## config.mk

```make
export PLATFORM = sky130hd
export DESIGN_NAME = seeg_frame_packer
export DESIGN_NICKNAME = d
export VERILOG_FILES = /design/src/rtl/seeg_frame_packer.sv
export SDC_FILE = /design/constraint.sdc
export NUM_CORES = 2
export LEC_CHECK = 0
export CAP_MARGIN = 20
export CORE_MARGIN = 2
export CORE_UTILIZATION = 58
export CTS_BUF_LIST = sky130_fd_sc_hd__clkbuf_4 sky130_fd_sc_hd__clkbuf_8
export CTS_CLUSTER_DIAMETER = 30
export DETAILED_ROUTE_END_ITERATION = 8
export PLACE_DENSITY = 0.72
export SLEW_MARGIN = 25
export SYNTH_ARGS = -nofsm -noshare
export SYNTH_HDL_FRONTEND = slang
export SYNTH_SLANG_ARGS = --single-unit
```

## constraint.sdc

```tcl
create_clock -name clk -period 14.3 [get_ports clk]
set_clock_uncertainty 0.15 [all_clocks]
set_input_delay 2.86 -clock clk [delete_from_list [all_inputs] [get_ports clk]]
set_output_delay 2.86 -clock clk [all_outputs]
set_load 0.005 [all_outputs]
```

## src/rtl/seeg_frame_packer.sv

```systemverilog
// Packs N_CH-channel sEEG sweeps into byte frames: header, counter, [timestamp], samples, XOR sum.
// Optional timestamp field enabled by defining SEEG_PACK_TIMESTAMP_EN.
module seeg_frame_packer #(
  parameter int unsigned N_CH       = 32,
  parameter int unsigned FIFO_DEPTH = 128,
  parameter logic [15:0] HDR_WORD   = 16'hA55A
) (
  input  logic        clk,
  input  logic        rst,
  input  logic        record_active,
  input  logic        sample_valid,
  input  logic        sample_first,
  input  logic [7:0]  sample_chan,
  input  logic [15:0] sample_data,
  output logic [7:0]  out_data,
  output logic        out_valid,
  input  logic        out_ready,
  output logic [15:0] frame_count,
  output logic [15:0] drop_count,
  output logic        overflow,
  output logic        seq_error
);

  localparam int unsigned AW = $clog2(FIFO_DEPTH);
  localparam int unsigned PW = AW + 1;
  typedef logic [PW-1:0] ptr_t;

`ifdef SEEG_PACK_TIMESTAMP_EN
  typedef enum logic [3:0] {StIdle, StHdrH, StHdrL, StCntH, StCntL, StTs3, StTs2, StTs1, StTs0,
                            StDatH, StDatL, StCsum} state_e;
`else
  typedef enum logic [3:0] {StIdle, StHdrH, StHdrL, StCntH, StCntL, StDatH, StDatL,
                            StCsum} state_e;
`endif

  logic [15:0] mem [FIFO_DEPTH];
  ptr_t        wr_ptr_q, wr_ptr_d, commit_ptr_q, commit_ptr_d, rd_ptr_q, rd_ptr_d;
  ptr_t        waddr, level_wr, level_rd, free_space;
  logic [8:0]  exp_q, exp_d;
  logic        open_q, open_d, we, ovf_d, seq_d, valid_d, hs;
  logic [1:0]  drop_inc;
  logic [16:0] drop_sum;
  state_e      state_q, state_d;
  logic [7:0]  beat_q, beat_d, csum_q, csum_d;
  logic [15:0] fc_d, rd_word;

  // Space is judged against the last committed frame: an open sweep is always rewound first.
  assign level_wr   = commit_ptr_q - rd_ptr_q;
  assign free_space = ptr_t'(FIFO_DEPTH) - level_wr;
  assign drop_sum   = {1'b0, drop_count} + {15'd0, drop_inc};

`ifdef SEEG_PACK_TIMESTAMP_EN
  localparam int unsigned TSD = FIFO_DEPTH / N_CH;
  localparam int unsigned TW  = (TSD > 1) ? $clog2(TSD) : 1;
  logic [31:0]   ts_cnt_q, ts_cap_q, ts_out;
  logic [31:0]   ts_mem [TSD];
  logic [TW-1:0] ts_wptr_q, ts_rptr_q;
  logic          ts_cap, commit_ev, ts_adv;
  assign ts_out = ts_mem[ts_rptr_q];
`endif

  // Write side: speculative wr_ptr, commit_ptr only moves on a complete sweep.
  always_comb begin
    wr_ptr_d     = wr_ptr_q;
    commit_ptr_d = commit_ptr_q;
    exp_d        = exp_q;
    open_d       = open_q;
    drop_inc     = 2'd0;
    ovf_d        = overflow;
    seq_d        = seq_error;
    we           = 1'b0;
    waddr        = wr_ptr_q;
`ifdef SEEG_PACK_TIMESTAMP_EN
    ts_cap       = 1'b0;
    commit_ev    = 1'b0;
`endif
    if (!record_active) begin
      if (open_q) begin
        wr_ptr_d = commit_ptr_q;
        open_d   = 1'b0;
        drop_inc = 2'd1;
      end
    end else if (sample_valid) begin
      if (sample_first) begin
        if (open_q) begin
          drop_inc = 2'd1;
          seq_d    = 1'b1;
        end
        if (free_space < ptr_t'(N_CH)) begin
          drop_inc = drop_inc + 2'd1;
          ovf_d    = 1'b1;
          open_d   = 1'b0;
          wr_ptr_d = commit_ptr_q;
        end else begin
          we       = 1'b1;
          waddr    = commit_ptr_q;
          wr_ptr_d = commit_ptr_q + 1'b1;
          exp_d    = 9'd1;
          open_d   = 1'b1;
`ifdef SEEG_PACK_TIMESTAMP_EN
          ts_cap   = 1'b1;
`endif
        end
      end else if (open_q) begin
        if ({1'b0, sample_chan} == exp_q) begin
          we       = 1'b1;
          wr_ptr_d = wr_ptr_q + 1'b1;
          exp_d    = exp_q + 9'd1;
          if (exp_q == 9'(N_CH - 1)) begin
            commit_ptr_d = wr_ptr_q + 1'b1;
            open_d       = 1'b0;
`ifdef SEEG_PACK_TIMESTAMP_EN
            commit_ev    = 1'b1;
`endif
          end
        end else begin
          drop_inc = 2'd1;
          seq_d    = 1'b1;
          open_d   = 1'b0;
          wr_ptr_d = commit_ptr_q;
        end
      end
    end
  end

  assign rd_word  = mem[rd_ptr_q[AW-1:0]];
  assign level_rd = commit_ptr_q - rd_ptr_q;
  assign hs       = out_valid & out_ready;

  always_comb begin
    out_data = 8'h00;
    case (state_q)
      StHdrH:  out_data = HDR_WORD[15:8];
      StHdrL:  out_data = HDR_WORD[7:0];
      StCntH:  out_data = frame_count[15:8];
      StCntL:  out_data = frame_count[7:0];
`ifdef SEEG_PACK_TIMESTAMP_EN
      StTs3:   out_data = ts_out[31:24];
      StTs2:   out_data = ts_out[23:16];
      StTs1:   out_data = ts_out[15:8];
      StTs0:   out_data = ts_out[7:0];
`endif
      StDatH:  out_data = rd_word[15:8];
      StDatL:  out_data = rd_word[7:0];
      StCsum:  out_data = csum_q;
      default: out_data = 8'h00;
    endcase
  end

  // Read FSM; frame_count only changes in CSUM, so CNT_H/CNT_L see the value from HDR_H entry.
  always_comb begin
    state_d  = state_q;
    rd_ptr_d = rd_ptr_q;
    beat_d   = beat_q;
    csum_d   = csum_q;
    fc_d     = frame_count;
`ifdef SEEG_PACK_TIMESTAMP_EN
    ts_adv   = 1'b0;
`endif
    case (state_q)
      StIdle: if (level_rd >= ptr_t'(N_CH)) state_d = StHdrH;
      StHdrH: if (hs) state_d = StHdrL;
      StHdrL: if (hs) begin
        state_d = StCntH;
        csum_d  = 8'h00;
      end
      StCntH: if (hs) begin
        state_d = StCntL;
        csum_d  = csum_q ^ out_data;
      end
      StCntL: if (hs) begin
`ifdef SEEG_PACK_TIMESTAMP_EN
        state_d = StTs3;
`else
        state_d = StDatH;
`endif
        csum_d  = csum_q ^ out_data;
        beat_d  = 8'd0;
      end
`ifdef SEEG_PACK_TIMESTAMP_EN
      StTs3: if (hs) begin
        state_d = StTs2;
        csum_d  = csum_q ^ out_data;
      end
      StTs2: if (hs) begin
        state_d = StTs1;
        csum_d  = csum_q ^ out_data;
      end
      StTs1: if (hs) begin
        state_d = StTs0;
        csum_d  = csum_q ^ out_data;
      end
      StTs0: if (hs) begin
        state_d = StDatH;
        csum_d  = csum_q ^ out_data;
        ts_adv  = 1'b1;
      end
`endif
      StDatH: if (hs) begin
        state_d = StDatL;
        csum_d  = csum_q ^ out_data;
      end
      StDatL: if (hs) begin
        csum_d   = csum_q ^ out_data;
        rd_ptr_d = rd_ptr_q + 1'b1;
        if (beat_q == 8'(N_CH - 1)) begin
          state_d = StCsum;
        end else begin
          state_d = StDatH;
          beat_d  = beat_q + 8'd1;
        end
      end
      StCsum: if (hs) begin
        fc_d    = frame_count + 16'd1;
        state_d = (level_rd >= ptr_t'(N_CH)) ? StHdrH : StIdle;
      end
      default: state_d = StIdle;
    endcase
    valid_d = (state_d != StIdle);
  end

  always_ff @(posedge clk or posedge rst) begin
    if (rst) begin
      wr_ptr_q     <= '0;
      commit_ptr_q <= '0;
      rd_ptr_q     <= '0;
      exp_q        <= '0;
      open_q       <= 1'b0;
      state_q      <= StIdle;
      beat_q       <= '0;
      csum_q       <= '0;
      out_valid    <= 1'b0;
      frame_count  <= '0;
      drop_count   <= '0;
      overflow     <= 1'b0;
      seq_error    <= 1'b0;
    end else begin
      wr_ptr_q     <= wr_ptr_d;
      commit_ptr_q <= commit_ptr_d;
      rd_ptr_q     <= rd_ptr_d;
      exp_q        <= exp_d;
      open_q       <= open_d;
      state_q      <= state_d;
      beat_q       <= beat_d;
      csum_q       <= csum_d;
      out_valid    <= valid_d;
      frame_count  <= fc_d;
      drop_count   <= drop_sum[16] ? 16'hFFFF : drop_sum[15:0];
      overflow     <= ovf_d;
      seq_error    <= seq_d;
    end
  end

  always_ff @(posedge clk) begin
    if (we) mem[waddr[AW-1:0]] <= sample_data;
  end

`ifdef SEEG_PACK_TIMESTAMP_EN
  always_ff @(posedge clk or posedge rst) begin
    if (rst) begin
      ts_cnt_q  <= '0;
      ts_cap_q  <= '0;
      ts_wptr_q <= '0;
      ts_rptr_q <= '0;
    end else begin
      ts_cnt_q <= ts_cnt_q + 32'd1;
      if (ts_cap) ts_cap_q <= ts_cnt_q;
      if (commit_ev) ts_wptr_q <= (ts_wptr_q == TW'(TSD - 1)) ? '0 : ts_wptr_q + 1'b1;
      if (ts_adv) ts_rptr_q <= (ts_rptr_q == TW'(TSD - 1)) ? '0 : ts_rptr_q + 1'b1;
    end
  end

  always_ff @(posedge clk) begin
    if (commit_ev) ts_mem[ts_wptr_q] <= ts_cap_q;
  end
`endif

endmodule
```

==> results by group <==
Timing
  – RSZ-0062 raised after global routing: false
  – Highest Clock Rate: 0.0990 GHz
  – Final Hold Viols: 0
  – Clock period minus final worst setup slack: 10.10 ns
  – Max-slew violation count: 0
  – Worst slew margin: 23.2%
  – Final worst slack: 4.20 ns
  – Final setup viols: 0
  – Fraction of the cycle the final worst path needs: a little over two thirds
  – Worst slew pin tran: roughly 1.2 ns
  – Setup_tns: 0 ns

Power
  – Pwr per Cell Area: 138 nW/um^2
  – Switch share: 21.4%
  – Clock power frac: 46.3%
  – Seq pwr share: 51.2%
  – Switching pwr: 2.88 mW
  – Maximum VDD drop: 0.000106 V
  – Combinational group share of total power: 2.5%
  – Leakage Power: around 32 nW
  – P_int: 10.6 mW

Synth
  – Yosys top cell area share: 72.6%
  – #FFs+latches synth: between 2000 and 2500
  – Netlist cell types: between 80 and 90
  – Yosys top cell by area: edfxtp_1
  – Ys flop type: edfxtp_1
  – YS warnings: 0
  – Ranking of synthesized cells by area: edfxtp_1 (73%), mux4_2 (11%), dfrtp_1 (2.6%), mux2i_1 (2.3%), nor3_1 (0.92%)
  – Async set-or-reset flop fraction in the synthesized netlist: between 4 and 5%
  – Post-Syn Area per Cell: 19.9 sq um
  – Synthesized net count: about 4300
  – Mapped Cells: 4250
  – Post-Synthesis Cell Area: 84700 sq um
  – EDFF count, synth: 2048
  – Post-synthesis sequential area ratio: between 70% and 80%

Clocking
  – Post-CTS Resized: 0
  – Maximum clock insertion buffer count: 4
  – Worst-Skew Late Latency: 1.10 ns
  – Hold bufs inserted after CTS: 0
  – Post-CTS Setup Bufs: 0
  – Clock transition at path regs: roughly 0.06 ns
  – Root Driver: clkbuf_8
  – CTS tree: yes
  – H-tree Lvls: 5
  – # clock sinks: 2137
  – Num CTS Buffers: 409

Place
  – Post-DP HPWL: about 140 mm
  – Global placement routability congestion: ~1
  – Setup WS pre-CTS: around 5.7 ns
  – Port Buffers: between 70 and 80

Die
  – Cell Rows: 140
  – Die Ht: between 300 and 400 um
  – Placeable Area: 145000 sq um
  – Die area: roughly 150000 sq um
  – Die extent in x: 386 um
  – Starting Density: about three fifths
  – Io pins: 73

Detailed routing
  – Via count: ~47000
  – Total Wirelength: 234 mm
  – Detail Route Antenna Nets: 0
  – Drt drc: 0
  – Drt first-iter violations: 7315
  – DR WL/cell: 33.8 um
  – Vias per cell: 6.77
  – Drt pass-1 iters: 8

Critical path
  – Worst Path Required: 11.29 ns
  – Setup crit start kind: flip-flop
  – CP Capture Type: output pin
  – CP Class: flip-flop to output pin
  – Crit Path Max Fanout: roughly 130
  – Worst path arrival time: 7.09 ns

Cells and area
  – Number of nets in the layout: 4754
  – Share of post-route cells with drive strength above 1: 30.6%
  – Fill cell count: slightly above 9000
  – Area Overhead vs Synth: 15.2%

Global routing
  – Met3 Usage GRT: approximately a tenth
  – Gr ovfl total: 0
  – Largest net degree at the start of global routing: 133
  – Vias in the first global route: 45100
  – Global-route wire length before repair: around 330 mm
  – Busiest grt layer: met2
  – M1 GR Usage: 44.1%
  – Overall Global Routing Usage: about a third
  – Met2 Use GR: a little under half
  – Initial antenna violation count: 11

Job
  – Max_cap viols: 0

Status
  – Status: finished, final reports clean

Worst hold path
  – Hold WC Path Type: flip-flop to flip-flop
-- cells in the mapped netlist, types with 6 or more instances --
library cell,number
xor2_1,25
buf_6,26
buf_4,28
mux4_2,431
a2111oi_0,12
a211oi_1,24
nand3_1,57
buf_1,14
buf_2,91
ha_1,16
and3_1,20
or3_1,9
mux2i_1,195
dfrtp_1,89
a22o_1,34
o21ai_0,64
a311oi_1,8
a221oi_1,17
nor2b_1,13
nor3_2,11
nand2b_1,12
and2_1,10
a211o_1,9
inv_1,24
edfxtp_1,2048
o32ai_1,6
nor3b_1,10
o311ai_0,10
a31oi_1,21
buf_8,7
nor3_1,155
nor4_1,15
a21oi_1,58
nor2_1,89
clkbuf_1,87
o22ai_1,46
nand4_1,21
nand2_1,150
a21o_1,6
mux2_2,29
nand3b_1,7
a22oi_1,68
a32oi_1,9
o221ai_1,37
xnor2_1,39
-- layer usage --
layer	share of wire, %	routed length, um
met1	36	85300
met2	45	106000
met3	14	31900
met4	4.6	10800
met5	0.039	92
-- state kept, by name, indices dropped and copies added (netlist names), 4 cells and up --
name / flops
exp_q: 9
drop_count: 16
frame_count: 16
wr_ptr_q: 8
state_q: 4
rd_ptr_q: 8
beat_q: 8
mem: 2048
csum_q: 8
commit_ptr_q: 8
-- cells in the final DEF, fill, tap and decap left out, types with 10 or more instances in the layout --
cell	Yosys	final
edfxtp_1	2048	2048
ha_1	16	16
nand2_1	150	150
nor3b_1	10	10
a21oi_1	58	58
clkdlybuf4s50_1	0	56
mux2_2	29	29
dfrtp_1	89	84
nand4_1	21	21
mux2i_1	195	192
bufinv_16	0	40
a31oi_1	21	20
o21ai_0	64	64
nor3_2	11	125
mux4_2	431	431
clkinv_1	3	69
nor2b_1	13	10
o22ai_1	46	46
clkbuf_8	0	416
inv_1	24	23
and3_1	20	20
clkinv_2	0	71
buf_4	28	230
nor2_1	89	85
nand3_1	57	56
a22o_1	34	34
nor4_1	15	14
clkinvlp_4	0	31
a22oi_1	68	68
o221ai_1	37	37
a221oi_1	17	17
xor2_1	25	25
xnor2_1	39	39
nor3_1	155	37
a211oi_1	24	24
clkinv_4	0	17
clkbuf_4	0	73
nand2b_1	12	12
-- cells by family (layout without fill, tap and decap cells) --
family / Yosys count / in the layout / share of synthesized area (%)
AOI/OAI and AO/OA: 485 / 485 / 4.15
buffers and inverters: 281 / 1051 / 1.83
xor gates and xnor gates: 64 / 64 / 0.662
and+or+nand+nor: 605 / 605 / 3.63
adders and majority gates: 18 / 18 / 0.284
other: 1 / 4 / 0.00443
muxes: 659 / 659 / 14.2
DFF: 2137 / 2137 / 75.2
-- final timing paths --
path | from | endpoint | slack [ns] | cells past startpoint
setup / recovery | rd_ptr_q[1] | out_data[2] | 4.20 | 11
min in group asynchronous | rst | exp_q[5] | 2.11 | 2
setup reg to reg | rd_ptr_q[1] | drop_count[7] | 5.86 | 26
hold / removal | beat_q[0] | beat_q[0] | 0.35 | 1
hold reg to reg | beat_q[0] | beat_q[0] | 0.35 | 1
max in group asynchronous | rst | rd_ptr_q[0] | 10.82 | 3
-- stage by stage --
| step | area (sq um) | total power [mW] | utilization [%] | std cells | hold WS, ns |
|---|---|---|---|---|---|
| after CTS | 97500 | 13.5 | 67.1 | 6935 | 0.356 |
| after global routing | 97600 | 13.8 | 67.1 | 6938 | 0.376 |
| after global placement | 88900 | 7.35 | 61.1 | 6208 | 0.333 |
| final | 97600 | 13.5 | 67.1 | 6940 | 0.350 |
| after floorplan | 84700 | 7.14 | - | 4250 | 0.301 |
| after detailed placement | 88900 | 7.36 | 61.2 | 6210 | 0.349 |
-- power by group through the flow --
stage          Sequential [mW]  Combinational, mW  Clock [mW]
6_report                  6.90              0.338        6.25
5_1_grt                   6.90              0.351        6.59
4_1_cts                   6.90              0.328        6.30
3_5_place_dp              7.03              0.328           0
3_3_place_gp              7.03              0.317           0
2_1_floorplan             7.02              0.118           0
-- worst max-delay path, cell delays in order (launching register included) --
cell and delay (ns):
dfrtp_4 0.84, buf_4 0.74, buf_12 0.64, inv_1 0.19
buf_4 0.33, nor2_1 0.21, o41ai_1 0.16, o21ai_0 0.76
o311ai_1 0.56, a21oi_1 0.42, nand3_1 0.27, clkdlybuf4s50_1 0.52
-- area by class of cell --
type / count / area, sq um / area share, %
well taps: 1917 / 2400 / 2.46
flip-flops and latches: 2137 / 63700 / 65.3
clock inverters: 236 / 2280 / 2.34
inverters: 28 / 108 / 0.110
multi-input cells: 1832 / 20300 / 20.8
clock buffers: 489 / 6270 / 6.43
repair buffers: 298 / 2490 / 2.56
diodes: 3 / 7.51 / 0.00770
Power figures use the tool's default switching activity.
